==> config.mk <==
export PLATFORM = sky130hd
export DESIGN_NAME = counter_arbiter
export DESIGN_NICKNAME = d
export VERILOG_FILES = /design/src/rtl/counter_arbiter_pkg.sv /design/src/rtl/counter_arbiter_cnt_core.sv /design/src/rtl/counter_arbiter.sv
export SDC_FILE = /design/constraint.sdc
export NUM_CORES = 1
export LEC_CHECK = 0
export CORE_UTILIZATION = 51
export CTS_BUF_LIST = sky130_fd_sc_hd__clkbuf_8 sky130_fd_sc_hd__clkbuf_16
export CTS_CLUSTER_DIAMETER = 150
export DETAILED_ROUTE_END_ITERATION = 12
export GPL_ROUTABILITY_DRIVEN = 0
export PLACE_DENSITY = 0.84
export SYNTH_ARGS = -nofsm -noshare
export SYNTH_HDL_FRONTEND = slang
export SYNTH_SLANG_ARGS = --single-unit
export TNS_END_PERCENT = 30
==> constraint.sdc <==
create_clock -name clk -period 4 [get_ports clk]
set_input_delay 0.6 -clock clk [delete_from_list [all_inputs] [get_ports clk]]
set_output_delay 0.6 -clock clk [all_outputs]
set_load 0.02 [all_outputs]
==> src/rtl/counter_arbiter_pkg.sv <==
// Shared definitions for the counter-family blocks.
// State encodings and default widths used by counter_arbiter and siblings.
package counter_arbiter_pkg;

  localparam int CNT_W_DEF = 6;
  localparam int N_REQ_DEF = 4;

  localparam logic [1:0] ST_IDLE = 2'd0;
  localparam logic [1:0] ST_RUN  = 2'd1;
  localparam logic [1:0] ST_DONE = 2'd2;

endpackage

==> src/rtl/counter_arbiter_cnt_core.sv <==
// Plain synchronous up-counter; clr wins over en.
// The arbiter is its only master.
module cnt_core #(
  parameter int CNT_W = 6
) (
  input  logic             clk,
  input  logic             rst,
  input  logic             clr,
  input  logic             en,
  output logic [CNT_W-1:0] count
);

  logic [CNT_W-1:0] count_q;
  logic [CNT_W-1:0] count_d;

  always_comb begin
    count_d = count_q;
    if (clr) begin
      count_d = '0;
    end else if (en) begin
      count_d = count_q + CNT_W'(1);
    end
  end

  always_ff @(posedge clk) begin
    if (rst) begin
      count_q <= '0;
    end else begin
      count_q <= count_d;
    end
  end

  assign count = count_q;

endmodule

==> src/rtl/counter_arbiter.sv <==
// Round-robin owner of one shared interval counter.
// Grants, runs for len cycles, then pulses done to the owner.
module counter_arbiter
  import counter_arbiter_pkg::*;
#(
  parameter int N_REQ = N_REQ_DEF,
  parameter int CNT_W = CNT_W_DEF
) (
  input  logic                   clk,
  input  logic                   rst,
  input  logic [N_REQ-1:0]       req,
  input  logic [N_REQ*CNT_W-1:0] len,
  output logic [N_REQ-1:0]       gnt,
  output logic [N_REQ-1:0]       done,
  output logic                   busy,
  output logic [CNT_W-1:0]       count
);

  localparam int IDX_W = $clog2(N_REQ);

  logic [1:0]       state_q, state_d;
  logic [IDX_W-1:0] owner_q, owner_d;
  logic [IDX_W-1:0] rr_ptr_q, rr_ptr_d;
  logic [CNT_W-1:0] len_q, len_d;
  logic [N_REQ-1:0] gnt_q, gnt_d;
  logic [N_REQ-1:0] done_q, done_d;
  logic             busy_q, busy_d;

  logic             cnt_clr;
  logic             cnt_en;
  logic [CNT_W-1:0] cnt_val;
  logic [IDX_W-1:0] pick;
  logic [CNT_W-1:0] pick_len;

  function automatic logic [IDX_W-1:0] rr_pick(
    input logic [N_REQ-1:0] r,
    input logic [IDX_W-1:0] p
  );
    logic found;
    int   idx;
    rr_pick = p;
    found   = 1'b0;
    for (int i = 0; i < N_REQ; i++) begin
      idx = (int'(p) + i) % N_REQ;
      if (!found && r[idx]) begin
        rr_pick = IDX_W'(idx);
        found   = 1'b1;
      end
    end
  endfunction

  function automatic logic [IDX_W-1:0] nxt_idx(
    input logic [IDX_W-1:0] i
  );
    if (i == IDX_W'(N_REQ - 1)) begin
      nxt_idx = '0;
    end else begin
      nxt_idx = i + IDX_W'(1);
    end
  endfunction

  function automatic logic [N_REQ-1:0] onehot(
    input logic [IDX_W-1:0] i
  );
    onehot    = '0;
    onehot[i] = 1'b1;
  endfunction

  always_comb begin
    pick     = rr_pick(req, rr_ptr_q);
    pick_len = '0;
    for (int i = 0; i < N_REQ; i++) begin
      if (pick == IDX_W'(i)) begin
        pick_len = len[i*CNT_W +: CNT_W];
      end
    end
  end

  always_comb begin
    state_d  = state_q;
    owner_d  = owner_q;
    rr_ptr_d = rr_ptr_q;
    len_d    = len_q;
    cnt_clr  = 1'b0;
    cnt_en   = 1'b0;
    case (state_q)
      ST_IDLE: begin
        if (|req) begin
          owner_d = pick;
          len_d   = pick_len;
          cnt_clr = 1'b1;
          state_d = (pick_len == '0) ? ST_DONE : ST_RUN;
        end
      end
      ST_RUN: begin
        // Abort beats terminal count.
        if (!req[owner_q]) begin
          state_d  = ST_IDLE;
          cnt_clr  = 1'b1;
          rr_ptr_d = nxt_idx(owner_q);
        end else begin
          cnt_en = 1'b1;
          if (cnt_val == len_q - CNT_W'(1)) begin
            state_d = ST_DONE;
          end
        end
      end
      ST_DONE: begin
        state_d  = ST_IDLE;
        cnt_clr  = 1'b1;
        rr_ptr_d = nxt_idx(owner_q);
      end
      default: begin
        state_d = ST_IDLE;
        cnt_clr = 1'b1;
      end
    endcase
  end

  // Outputs are flopped from the next-state view.
  always_comb begin
    gnt_d  = '0;
    done_d = '0;
    busy_d = 1'b0;
    if (state_d != ST_IDLE) begin
      gnt_d  = onehot(owner_d);
      busy_d = 1'b1;
    end
    if (state_d == ST_DONE) begin
      done_d = onehot(owner_d);
    end
  end

  always_ff @(posedge clk) begin
    if (rst) begin
      state_q  <= ST_IDLE;
      owner_q  <= '0;
      rr_ptr_q <= '0;
      len_q    <= '0;
      gnt_q    <= '0;
      done_q   <= '0;
      busy_q   <= 1'b0;
    end else begin
      state_q  <= state_d;
      owner_q  <= owner_d;
      rr_ptr_q <= rr_ptr_d;
      len_q    <= len_d;
      gnt_q    <= gnt_d;
      done_q   <= done_d;
      busy_q   <= busy_d;
    end
  end

  cnt_core #(
    .CNT_W(CNT_W)
  ) u_cnt (
    .clk  (clk),
    .rst  (rst),
    .clr  (cnt_clr),
    .en   (cnt_en),
    .count(cnt_val)
  );

  assign gnt   = gnt_q;
  assign done  = done_q;
  assign busy  = busy_q;
  assign count = cnt_val;

endmodule

==> results of run 1 <==
power by group:
part	switching, W	total (W)	internal, W
Clock	0.0000769	0.000146	0.0000686
Combinational	0.000129	0.000236	0.000107
Sequential	0.0000175	0.000305	0.000288
how the worst max path moves through the flow:
stage	end	startpoint	slack (ns)
finish	done[3]$_SDFF_PP0_	req[2]	0.92
global route	done[3]$_SDFF_PP0_	req[2]	0.70
CTS	done[3]$_SDFF_PP0_	req[2]	0.97
detailed placement	done[3]$_SDFF_PP0_	req[3]	0.71
global placement	done[0]$_SDFF_PP0_	req[2]	0.80
floorplan	done[2]$_SDFF_PP0_	req[1]	1.86
routing by layer:
| metal | GRT usage (%) | vias up | part of all wire [%] |
|---|---|---|---|
| met5 | 0 | - | 0 |
| met4 | 4.08 | 0 | 0.34 |
| met3 | 3.74 | 2 | 4.3 |
| met2 | 41.9 | 33 | 50 |
| met1 | 30.1 | 736 | 45 |
| li1 | - | 779 | - |
cells in the mapped netlist, types with 4 or more instances:
master / count / area (µm²)
a211o_1: 6 / 52.6
a211oi_1: 5 / 37.5
a21oi_1: 8 / 40.0
and4_1: 4 / 35.0
clkbuf_1: 4 / 15.0
dfxtp_1: 27 / 541
mux2i_1: 4 / 40.0
nand2_1: 13 / 48.8
nand2b_1: 5 / 31.3
nand3_1: 13 / 65.1
nand4_1: 10 / 62.6
nor2_1: 18 / 67.6
nor3_1: 6 / 30.0
o21a_1: 4 / 30.0
o21ai_0: 5 / 25.0
o31ai_1: 8 / 60.1
xnor2_1: 5 / 43.8
xor2_1: 6 / 52.6
area by class of cell:
type                    count  area, µm²  area share (%)
clock buffers               3       41.3            1.94
clock inverters             1       3.75           0.177
inverters                   3       11.3           0.530
multi-input cells         150       1030            48.6
flip-flops and latches     27        541            25.5
well taps                  44       55.1            2.59
repair buffers             44        440            20.7
kinds of logic after synthesis:
group                    Yosys count  synth area share [%]
adder cells (fa/ha/maj)            3                  2.29
buffers and inverters             11                  3.97
AND/OR/NAND/NOR                   85                  29.7
AO/OA/AOI/OAI                     46                  21.3
XOR/XNOR                          11                  5.89
flip-flops                        27                  33.0
multiplexers                       5                  3.82
stage by stage:
stage,instances,total power [W],area [µm²],util [%]
floorplan,188,0.000475,1640,-
global placement,268,0.000538,2080,68.1
detailed placement,268,0.000546,2080,68.1
CTS,272,0.000692,2120,69.5
global route,272,0.000724,2120,69.5
finish,272,0.000687,2120,69.5
flip-flops by register name, summed over array words and instances (netlist names):
name         flops
len_q            6
u_cnt.count      6
done             4
gnt              4
owner_q          2
rr_ptr_q         2
state_q          2
busy             1
tightest hold or removal path, stage by stage, from the launching register on:
cell	delay, ns
dfxtp_1	0.33
nand2_1	0.06
a21oi_1	0.06
==> summary.md, run 1 <==
For the sum of negative setup slack, the log shows 0 ns. The number of buffers added by the clock tree synthesis step is 3. Yosys mapped a number of flops with a built-in enable equal to 0. Initial antenna violation count: 0. Wires add up to 3850 µm. Measured in cells, the most critical reg-to-reg path has a length of 7. Compared with the post-synthesis result, the final layout area differs by 29.7%. The number of antenna diodes in the final layout is 0.

The slack of the worst reg-to-reg path is 1.47 ns, and the final-layout fill cell count is 277. Hold timing on the final database bottoms out at a slack of 0.487 ns. In this run the vertical extent of the chip is 58.6 µm. The cell count of the worst hold path is 2. The endpoint identified for the worst register-to-register timing path is done[3]$_SDFF_PP0_. The library cell used most frequently in the layout, excluding fill and tap cells, is clkdlybuf4s50_1.

Setup repair after global routing left no endpoint under its margin. For the all-layer global routing usage, the log shows 23.4%. For this run, the top clock speed supported by timing is 325 MHz.

Buffers placed on the I/O ports in this run total 44. The critical path arrival was 3.25 ns; the maximum clock insertion buffer count was 2. For the pin with the worst max-slew slack, the measured transition is 0.917 ns. The logs give 277 µV for the worst IR drop on VDD and 0 for the count of hold-fix buffers inserted at cts. Measured against its own limit, the worst slew margin works out to 38.5%. Counting buffers and inverters, the worst setup path is 8 cells deep.

The total overflow left after global routing is 0. Clock latency on the worst-skew pair, taken at its later pin, is 0.27 ns. The tools report the number of different library cells in the post-synthesis netlist as 42. The final-report hold violation count is 0, and the proportion of layout cells with a drive suffix above 1 is 6.14%. The detail route stage leaves a number of antenna-violating nets equal to 0. The signal on the critical path passes through clkdlybuf4s50_1 > nor2b_2 > o21ai_1 > nand3_1 > a211o_1 > a22oi_4 > nand4_4 > a211oi_1. In the layout the commonest cells are clkdlybuf4s50_1, dfxtp_1, nor2_1, nand3_1, nand2_1. The tree is rooted in a clkbuf_8. Summed over all cells, the static leakage comes to 0.791 nW. The tools report the total of max-cap violations as 0. On the final layout, the worst clock skew is 0.0101 ns. Entering global routing, the biggest net connects 15 pins. The clock drives 27 sinks. TritonCTS built the clock tree.

The worst hold path startpoint is len_q[5]$_SDFFE_PP0P_. Counting I/O delays and the setup requirement, the final critical path takes 3.08 ns. Number of synthesis warnings: 0. The worst setup path is launched from an input pin. Summing every instance area after synthesis gives 1640 µm². Setup violations remaining at the end of the flow were counted as 0.

The critical path endpoint category was a register. Number of detailed-route iterations in the first pass: 4. The logs give 53.6% for the initial core utilization and 0.709 ns for the placement-stage worst setup slack. The worst hold path belongs to the class register to register. The post-synthesis area per instance is 8.71 µm², and the proportion of synthesized chip area in sequential cells is 33.0%. The violation count after the first detailed-route iteration was 81. The critical-path maximum fanout was 13. The total power per unit cell area came out at 323 nW/µm².

The die is 58.6 µm wide. The number of max-slew violations in the final report is 0. The die covers 3440 µm². Synthesis handed over a netlist of 188 instances. The total number of nets in the final design is 262. First-pass GRT wire length: 6280 µm.

When the netlist entered floorplanning its net count stood at 221. The region available for standard cell placement spans 3050 µm². The run gives 0 as the number of design rule violations left after detail routing.

The path with the worst hold slack has its endpoint at len_q[5]$_SDFFE_PP0P_. The average via count per standard cell is 5.70, and the data required time at the worst endpoint is 4.17 ns. After clock tree synthesis, the clock-pin slew on the worst setup and hold paths is 0.09 ns. On the worst path, the slowest cell contributes a delay of 0.58 ns. The worst setup path is of the input pin to register kind.

The number of standard-cell rows in the floorplan is 20, and the final worst setup slack is 0.923 ns. In this run, post-CTS repair resized a total of 0 instances. In this run, synthesis produced a sequential element count of 27. Counting flops with an async set or reset pin after synthesis yields a share of 0%.

The post-CTS setup-driven buffer insertion count was 0; the average wire length per cell after detail routing was 14.2 µm. Via count of the routed design: 1550. The detailed placer's ending HPWL came out at 3090 µm.

During I/O placement, the number of pins put on the boundary was 45. The run finished with clean final reports. The period utilization works out to 76.9%. On the critical path the largest part of the delay comes from compound AO/OA/AOI/OAI gates. The prevailing post-synth register cell is dfxtp_1.

The tools report the maximum level of the CTS H-tree as 1. The via count of the first global-routing pass is 1486. Among all stages on the critical path, the largest delay is contributed by o21ai_1. The startpoint identified for the worst register-to-register timing path is rr_ptr_q[0]$_SDFFE_PP0P_.

The buffer and inverter count on the worst path is 1.
Note: power is estimated with default switching activity, not from simulation.
==> run 2: changes to the inputs <==
--- a/config.mk
+++ b/config.mk
@@ -5,12 +5,12 @@
 export SDC_FILE = /design/constraint.sdc
 export NUM_CORES = 1
 export LEC_CHECK = 0
-export CORE_UTILIZATION = 51
+export CORE_UTILIZATION = 43
 export CTS_BUF_LIST = sky130_fd_sc_hd__clkbuf_8 sky130_fd_sc_hd__clkbuf_16
 export CTS_CLUSTER_DIAMETER = 150
 export DETAILED_ROUTE_END_ITERATION = 12
 export GPL_ROUTABILITY_DRIVEN = 0
-export PLACE_DENSITY = 0.84
+export PLACE_DENSITY = 0.76
 export SYNTH_ARGS = -nofsm -noshare
 export SYNTH_HDL_FRONTEND = slang
 export SYNTH_SLANG_ARGS = --single-unit
==> constraint.sdc (replaced) <==
create_clock -name clk -period 2.7 [get_ports clk]
set_input_delay 0.405 -clock clk [delete_from_list [all_inputs] [get_ports clk]]
set_output_delay 0.405 -clock clk [all_outputs]
set_load 0.02 [all_outputs]
==> run 2 against run 1 <==
  * Final cell count increased by 4.8%
  * Clock skew down 0.0031 ns
  * Clock power rose by 51%
  * Combinational power is 56% higher
  * Utilization is 9.5 points lower
  * Critical endpoint unchanged
  * First-iteration DRC count is 3.7% lower
  * Largest cell class unchanged
  * Worst setup slack lost 0.75 ns
  * Cell area rose by 3.5%
==> summary.md, run 2 (synthesis gave the netlist of run 1 again) <==
The total overflow left after global routing is 0. In this run the critical register-to-register path is captured at done[3]$_SDFF_PP0_. Counting the fill cells in the layout gives 334. For the worst-skew pair, the clock arrives at the later sink with an insertion delay of 0.27 ns. The core box area was 3660 µm².

The library cells used most frequently in the layout, excluding fill and tap cells, are clkdlybuf4s50_1, dfxtp_1, nor2_1, nand3_1, nand2_1. The layer flagged by global routing as most heavily used is met2. The tools report the number of detailed-route iterations in the first pass as 5.

After layout, the worst setup slack is 0.174 ns. Max-cap violations in this run came to 0. For this block, the routed nets add up to 3940 µm of wire. At the pin with the least slew margin, the transition time is 0.875 ns. The logs give 22 for the number of standard-cell rows in the floorplan and 3.62% for the met3 track demand over resource. Setup violations remaining at the end of the flow were counted as 0. The root buffer cell chosen for the clock tree is clkbuf_8.

For the static leakage, the log shows 0.833 nW. The total power per unit cell area is 474 nW/µm². The number of top-level design ports is 45.

The critical path goes through clkdlybuf4s50_1 > nor2b_2 > o21ai_1 > nand3_1 > a211o_1 > a22oi_4 > nand4_4 > a211oi_1. Setup repair after global routing left no endpoint under its margin. The kind of critical path is input pin to register. Buffer and inverter count on the worst path: 1. Across the routed clock network, the largest skew measured is 0.00707 ns.

The run gives 27 as the number of clock sinks seen by CTS. The via count of the first global-routing pass was 1503; the initial antenna violation count was 0. The first global-routing pass estimated 6530 µm of wire.

Measured against its own limit, the worst slew margin works out to 41.3%. IR analysis of the VDD net gives a maximum drop of 280 µV. The number of buffers added by the clock tree synthesis step is 3, and the data required time at the worst endpoint is 2.88 ns. Broken down by cell family, the worst path's largest delay share belongs to compound AO/OA/AOI/OAI gates.

The critical path endpoint category is a register. Maximum clock insertion buffer count: 2. The path depth of the worst reg2reg path was 7.

For the remaining number of nets flagged by the antenna check after routing, the log shows 0. The tools report the number of antenna diodes as 0. TritonCTS built the clock tree. The critical-path maximum fanout came out at 6.

Type of the worst min-delay path: register to register. Data on the critical path arrives at its endpoint at 2.70 ns. The die is 63.7 µm wide. Leaving out fill and tap cells, the most frequent cell in the layout is clkdlybuf4s50_1. Across every metal layer, demand over resource in global routing totals 20.3%. The run gives 60.0% as the share of the core filled with cells. Worst hold path startpoint: len_q[5]$_SDFFE_PP0P_. Prior to clock tree synthesis, the placed netlist has a worst setup slack of -0.0499 ns. After the first detailed-routing iteration, the DRC count stood at 78. The logs give 26.9% for the met1 track demand over resource and 4060 µm² for the overall die area. For this run, the slowest stage of the critical path takes 0.50 ns. The tools report the number of max-slew violations in the final report as 0. The shortest period the worst path allows was 2.53 ns. The maximum level of the CTS H-tree is 1, and the met2 layer usage reported by global route is 33.8%. In this run the critical register-to-register path is launched from rr_ptr_q[0]$_SDFFE_PP0P_. The count of input and output buffers was 44. The average wire length per cell after detail routing came out at 13.8 µm. The total number of nets in the final design is 271, and the via count of the routed design is 1558. The run gives 3190 µm as the detailed placer's ending HPWL. Among all stages on the critical path, the largest delay is contributed by clkdlybuf4s50_1.

Following the worst setup path forward leads to its endpoint at done[3]$_SDFF_PP0_. STA classifies the critical path startpoint as an input pin. Static timing analysis puts the maximum clock frequency at 396 MHz. For this configuration, the core starts out at a cell density of 44.7%. The clock transition at the registers of the reported paths came out at 0.09 ns. Entering global routing, the biggest net connects 15 pins. The period utilization was 93.6%; the slack of the worst reg-to-reg path was 0.54 ns. The critical path crosses 8 cells after its start point. The synthesis-to-finish area growth works out to 34.3%. The y dimension of the die is 63.7 µm.

The most critical setup path has its startpoint at req[2]. The run finished with clean final reports. In the routed design, unresolved DRC markers number 0. In the final layout, the share of cells above drive strength 1 is 10.1%. The final-report hold violation count was 0. Using the TritonRoute via totals, the vias-per-cell ratio works out to 5.47.
==> run 2: cell count changes in the layout (fill, tap and decap cells not counted) <==
cell | previous run | this run
a211o_2 | 0 | 1
a211o_1 | 6 | 5
buf_4 | 0 | 9
==> run 2: what timing repair did <==
action	CTS	global route
setup buffers	0	0
setup endpoints to repair	0	1
gates resized for setup	0	1
hold buffers	0	0
hold endpoints to repair	0	0
==> run 2: through the flow <==
step	cells	setup TNS, ns	hold WS [ns]	instance area (µm²)	power [W]
final	285	0	0.490	2200	0.00104
after floorplan	188	0	0.449	1640	0.000704
after global routing	285	0	0.514	2200	0.00110
after CTS	285	0	0.487	2200	0.00105
after detailed placement	281	-0.0818	0.475	2150	0.000829
after global placement	281	0	0.466	2150	0.000822
==> run 2: worst min path at each step <==
stage | end | slack, ns | cells past startpoint
2_1_floorplan | len_q[5]$_SDFFE_PP0P_ | 0.45 | 2
3_3_place_gp | len_q[1]$_SDFFE_PP0P_ | 0.47 | 2
3_5_place_dp | len_q[1]$_SDFFE_PP0P_ | 0.48 | 2
4_1_cts | len_q[1]$_SDFFE_PP0P_ | 0.49 | 2
5_1_grt | len_q[1]$_SDFFE_PP0P_ | 0.51 | 2
6_report | len_q[5]$_SDFFE_PP0P_ | 0.49 | 2
==> run 2: per-layer routing <==
| metal | share of wire [%] | wire length (µm) |
|---|---|---|
| met5 | 0 | 0 |
| met4 | 1.4 | 55 |
| met3 | 2.3 | 91 |
| met2 | 49 | 1930 |
| met1 | 47 | 1860 |
==> run 2: power breakdown <==
group          internal, W  switching, W
clock             0.000102      0.000119
sequential        0.000426     0.0000257
combinational     0.000178      0.000190
total             0.000707      0.000335
==> run 2: cell type report <==
type,count,area [µm²],share of cell area [%]
multi-input combinational,150,1030,47.0
clock buffer,3,41.3,1.88
timing repair buffer,53,508,23.1
clock inverter,1,3.75,0.171
tap,48,60.1,2.73
inverter,3,11.3,0.513
sequential,27,541,24.6
==> run 2: tightest hold or removal path, delay by kind of cell, from the launching register on <==
family / cells / cell delay [ns]
flops: 1 / 0.34
simple gates: 1 / 0.06
compound gates: 1 / 0.05
==> run 3: changes to the inputs <==
--- a/config.mk
+++ b/config.mk
@@ -5,6 +5,7 @@
 export SDC_FILE = /design/constraint.sdc
 export NUM_CORES = 1
 export LEC_CHECK = 0
+export CAP_MARGIN = 0
 export CORE_UTILIZATION = 43
 export CTS_BUF_LIST = sky130_fd_sc_hd__clkbuf_8 sky130_fd_sc_hd__clkbuf_16
 export CTS_CLUSTER_DIAMETER = 150
@@ -14,4 +15,3 @@
 export SYNTH_ARGS = -nofsm -noshare
 export SYNTH_HDL_FRONTEND = slang
 export SYNTH_SLANG_ARGS = --single-unit
-export TNS_END_PERCENT = 30
==> results of run 3 <==
Same layout as run 2: the final DEF is identical, and so are final timing and power.
